--- src/rtl/wave_capture_pkg.sv ---
// Shared encodings for the waveform capture sequencer.
// State codes and the offset-binary conversion for display samples.
package wave_capture_pkg;

    typedef enum logic [1:0] {
        ST_ARM     = 2'b00,
        ST_CAPTURE = 2'b01,
        ST_DONE    = 2'b10
    } cap_state_t;

    localparam logic [7:0] SAMPLE_OFFSET = 8'h80;

    function automatic logic [7:0] to_display(input logic [7:0] hi);
        return hi ^ SAMPLE_OFFSET;
    endfunction

endpackage

--- src/rtl/wave_capture_ctrl_edge_detect.sv ---
// Single-flop rising-edge detector used for the display vsync.
// rise is combinational: high in the cycle the level first reads 1.
module wave_capture_ctrl_edge_detect (
    input  logic clk,
    input  logic reset,
    input  logic level,
    output logic rise
);

    logic level_d;

    always_ff @(posedge clk) begin
        if (reset) level_d <= 1'b0;
        else       level_d <= level;
    end

    assign rise = level && !level_d;

endmodule

--- src/rtl/wave_capture_ctrl.sv ---
// Ping-pong waveform capture: decimate, trigger on +zero-crossing, fill a bank.
// Optional WAVE_CAPTURE_AUTOTRIG_EN forces a trigger after AUTO_TRIG_COUNT idle samples.
module wave_capture_ctrl
    import wave_capture_pkg::*;
#(
    parameter int ADDR_WIDTH      = 8,
    parameter int DECIM           = 1,
    parameter int AUTO_TRIG_COUNT = 1024
) (
    input  logic                  clk,
    input  logic                  reset,
    input  logic                  new_sample,
    input  logic [15:0]           sample,
    input  logic                  vsync,
    output logic                  wr_en,
    output logic [ADDR_WIDTH:0]   wr_addr,
    output logic [7:0]            wr_data,
    output logic                  read_bank,
    output logic [1:0]            state
);

    localparam int DEC_W = (DECIM > 1) ? $clog2(DECIM) : 1;
    localparam logic [DEC_W-1:0] DEC_LAST = DEC_W'(DECIM - 1);
    localparam logic [ADDR_WIDTH-1:0] IDX_LAST = '1;

    cap_state_t            st;
    logic [ADDR_WIDTH-1:0] idx;
    logic [DEC_W-1:0]      dec_cnt;
    logic                  prev_neg;
    logic                  vsync_rise;
    logic                  accepted;
    logic                  trigger;
    logic                  fire;

    assign accepted = new_sample && (dec_cnt == '0);
    assign trigger  = accepted && prev_neg && !sample[15];
    assign state    = st;

    wave_capture_ctrl_edge_detect u_vsync_edge (
        .clk   (clk),
        .reset (reset),
        .level (vsync),
        .rise  (vsync_rise)
    );

    always_ff @(posedge clk) begin
        if (reset) begin
            dec_cnt <= '0;
        end else if (new_sample) begin
            dec_cnt <= (dec_cnt == DEC_LAST) ? '0 : dec_cnt + 1'b1;
        end
    end

`ifdef WAVE_CAPTURE_AUTOTRIG_EN
    localparam int ARM_W = $clog2(AUTO_TRIG_COUNT + 1);

    logic [ARM_W-1:0] arm_cnt;
    logic             arm_full;
    logic             unused_cfg;

    assign arm_full   = (arm_cnt == ARM_W'(AUTO_TRIG_COUNT));
    assign fire       = trigger || (accepted && arm_full);
    assign unused_cfg = ^sample[7:0];

    // Held at zero outside ARM, so it is clear on every entry to ARM.
    always_ff @(posedge clk) begin
        if (reset) begin
            arm_cnt <= '0;
        end else if (st != ST_ARM || fire) begin
            arm_cnt <= '0;
        end else if (accepted) begin
            arm_cnt <= arm_cnt + 1'b1;
        end
    end
`else
    logic unused_cfg;

    assign fire       = trigger;
    assign unused_cfg = ^sample[7:0] ^ (AUTO_TRIG_COUNT != 0);
`endif

    always_ff @(posedge clk) begin
        if (reset) begin
            st        <= ST_ARM;
            idx       <= '0;
            prev_neg  <= 1'b0;
            wr_en     <= 1'b0;
            wr_addr   <= '0;
            wr_data   <= '0;
            read_bank <= 1'b0;
        end else begin
            wr_en <= 1'b0;
            if (accepted) prev_neg <= sample[15];
            unique case (st)
                ST_ARM: begin
                    if (fire) begin
                        wr_en   <= 1'b1;
                        wr_addr <= {~read_bank, {ADDR_WIDTH{1'b0}}};
                        wr_data <= to_display(sample[15:8]);
                        idx     <= ADDR_WIDTH'(1);
                        st      <= ST_CAPTURE;
                    end
                end
                ST_CAPTURE: begin
                    if (accepted) begin
                        wr_en   <= 1'b1;
                        wr_addr <= {~read_bank, idx};
                        wr_data <= to_display(sample[15:8]);
                        if (idx == IDX_LAST) begin
                            idx <= '0;
                            st  <= ST_DONE;
                        end else begin
                            idx <= idx + 1'b1;
                        end
                    end
                end
                ST_DONE: begin
                    // A sample arriving with the swap cannot trigger this cycle.
                    if (vsync_rise) begin
                        read_bank <= ~read_bank;
                        st        <= ST_ARM;
                    end
                end
                default: st <= ST_ARM;
            endcase
        end
    end

endmodule
--- config.mk ---
export PLATFORM = sky130hd
export DESIGN_NAME = wave_capture_ctrl
export DESIGN_NICKNAME = d
export VERILOG_FILES = /design/src/rtl/wave_capture_pkg.sv /design/src/rtl/wave_capture_ctrl_edge_detect.sv /design/src/rtl/wave_capture_ctrl.sv
export SDC_FILE = /design/constraint.sdc
export NUM_CORES = 1
export LEC_CHECK = 0
export CAP_MARGIN = 20
export CORE_MARGIN = 5
export CORE_UTILIZATION = 40
export DETAILED_ROUTE_END_ITERATION = 10
export PLACE_DENSITY_LB_ADDON = 0.2
export SKIP_CTS_REPAIR_TIMING = 1
export SYNTH_ARGS = -nofsm -noshare
export SYNTH_HDL_FRONTEND = slang
export SYNTH_SLANG_ARGS = --single-unit
--- constraint.sdc ---
create_clock -name clk -period 1.2 [get_ports clk]
set_input_delay 0.18 -clock clk [delete_from_list [all_inputs] [get_ports clk]]
set_output_delay 0.18 -clock clk [all_outputs]
set_load 0.02 [all_outputs]
==> results.yml <==
logic_synthesis:
  synth_commonest_cells: "31 x dfxtp_1, 21 x nor2_1, 16 x nand2_1, 10 x a22oi_1, 8 x a21oi_1"
  syn_nets: 155
  synthCells: 134
  syn_area_mm2: 0.00127
  synth_async_sr_flop_share_pct: 0
  yosys-top-cells-area: "dfxtp_1 49%, nor2_1 6.2%, a22oi_1 5.9%"
  synth_seq_cells: 31
  synth-seq-area-share_pct: 48.8
  synth_top_area_cell: "dfxtp_1"
  yosys_warnings: 0
  synth_top_area_share_pct: 48.8
  synthFlopType: "dfxtp_1"
  synth_edf_count: 0
  synth.avg_cell_area_um2: 9.49
  yosys.cell_types.count: 32
  synth_most_common_cell: "dfxtp_1"
global_routing:
  overflow: 0
  grt_max_degree: 19
  grt_pass1_wl_mm: 5.03
  grt.total_usage_pct: 15.0
  grt_pass1_vias: 1166
  antenna_found_initial: 0
die:
  die_x_um: 66.4
  die_height_um: 66.4
  start_util_pct: 41.6
  core_area_mm2: 0.00305
  std_cell_rows: 20
  num_io_pins: 41
  die-area_mm2: 0.00441
sta:
  maxSlewViolCount: 0
  setup_ws_ps: -46.7
  rsz0062_at_grt: "true"
  setup_violations: 9
  slew_headroom_pct: 83.4
  skew_ps: 10.9
  fin_crit_ps: 1250
  max_freq_mhz: 802
  worst-slew-pin-transition_ps: 248
  final.setup.tns_ps: -125
  final-hold-violation-count: 0
  post-route-period-util_pct: 104
outcome:
  status: "finished with violations"
  violations: "negative setup slack"
routing:
  via_per_inst: 4.96
  routedWlPerCell_um: 14.3
  drt-pass1-iter-count: 4
  final_antenna_net_count: 0
  drc: 0
  drtIter0Drc: 56
  dr_total_vias: 1145
  wirelength_mm: 3.31
pwr:
  finalPower_mw: 1.90
  p_leak_nw: 1.09
  power_density_mw_per_mm2: 934
  irDropWorstVdd_mv: 0.527
run:
  max_cap_viol_count: 0
worst_setup_path:
  cp-start-kind: "flip-flop"
  critPathKind: "flip-flop to flip-flop"
  crit_required_ps: 1430
  arrival_ps: 1480
  cp_max_fo: 4
  worstSetupEndpointType: "flip-flop"
clocking:
  clockRootBuffer: "clkbuf_4"
  cts.sinks: 31
  cts_buffers: 5
  clk_latency_ps: 330
  clockBufferDepth: 2
  cts_tree: "yes"
  clk_pin_slew_ps: 100
  htreeDepth: 2
placed_design:
  port-buffer-count: 32
  dpl_worst_slack_ps: -359
  gp_congestion: 0.768
  hpwl_mm: 2.15
final_layout:
  diodes: 0
  fin_util_pct: 66.6
  syn2layout_area_growth_pct: 59.8
  nets: 208
  drive_above_1_share_pct: 34.2
min_path:
  hold_path_class: "input port to flip-flop"
==> report_power, final <==
| group | switching, mW | leakage, nW | internal, mW | total, mW |
|---|---|---|---|---|
| clock network | 0.357 | 0.0341 | 0.271 | 0.628 |
| logic | 0.101 | 0.800 | 0.119 | 0.220 |
| registers | 0.00946 | 0.254 | 1.04 | 1.05 |
| total | 0.468 | 1.09 | 1.43 | 1.90 |
==> metal layers <==
metal / vias to the layer above / wire (µm) / part of all wire, % / GRT usage (%)
met5: - / 0 / 0 / 0
met2: 28 / 1670 / 50 / 25.5
met4: 0 / 28 / 0.85 / 5.33
li1: 575 / - / - / -
met3: 5 / 178 / 5.4 / 5.10
met1: 537 / 1430 / 43 / 17.3
==> stage by stage <==
stage               hold slack [ps]  instances  instance area [µm²]
finish                          274        231                 2030
global route                    299        231                 2030
CTS                             385        231                 1860
detailed placement              445        224                 1810
global placement                439        224                 1810
floorplan                       272        134                 1290
==> cell families after synthesis <==
family          Yosys count  share of synthesized area [%]
compound gates           31                           19.5
xor+xnor                  7                           4.82
mux                       1                          0.787
buf+inv                   9                           5.41
fa+ha+maj                 1                          0.984
flops                    31                           48.8
simple gates             54                           19.7
==> final cells by class <==
class | instances | area [µm²]
sequential | 31 | 633
timing repair buffer | 54 | 578
tap | 44 | 55.1
multi-input combinational | 95 | 709
fill | 243 | 1020
clock inverter | 1 | 5.00
clock buffer | 6 | 51.3
==> layout by cell type (no fill, tap or decap), drive strengths merged, types with 6 or more instances in the layout <==
master         count
clkbuf             7
a21oi              8
dlymetal6s2s      21
buf               22
clkdlybuf4s50     10
a22oi             10
nor2              21
dfxtp             31
nand2             16
xor2               6
==> worst max-delay path, cell delays in order (launching register included) <==
cell and delay [ps]:
dfxtp_2 370, buf_6 120, and4b_2 270, o2111ai_2 130, xor2_1 190, nor2_1 60
==> flip-flops by register name, summed over array words and instances (netlist names) <==
| signal | flops |
|---|---|
| state | 2 |
| prev_neg | 1 |
| read_bank | 1 |
| wr_en | 1 |
| idx | 8 |
| wr_data | 8 |
| u_vsync_edge.level_d | 1 |
| wr_addr | 9 |
==> path summary, 6_finish.rpt <==
kind	slack (ps)	end	cells past startpoint	from
setup / recovery	-50	idx[7]	5	idx[0]
hold / removal	270	prev_neg	4	new_sample
setup reg to reg	-50	idx[7]	5	idx[0]
hold reg to reg	450	wr_data[4]	2	wr_data[4]
Power figures use the tool's default switching activity.
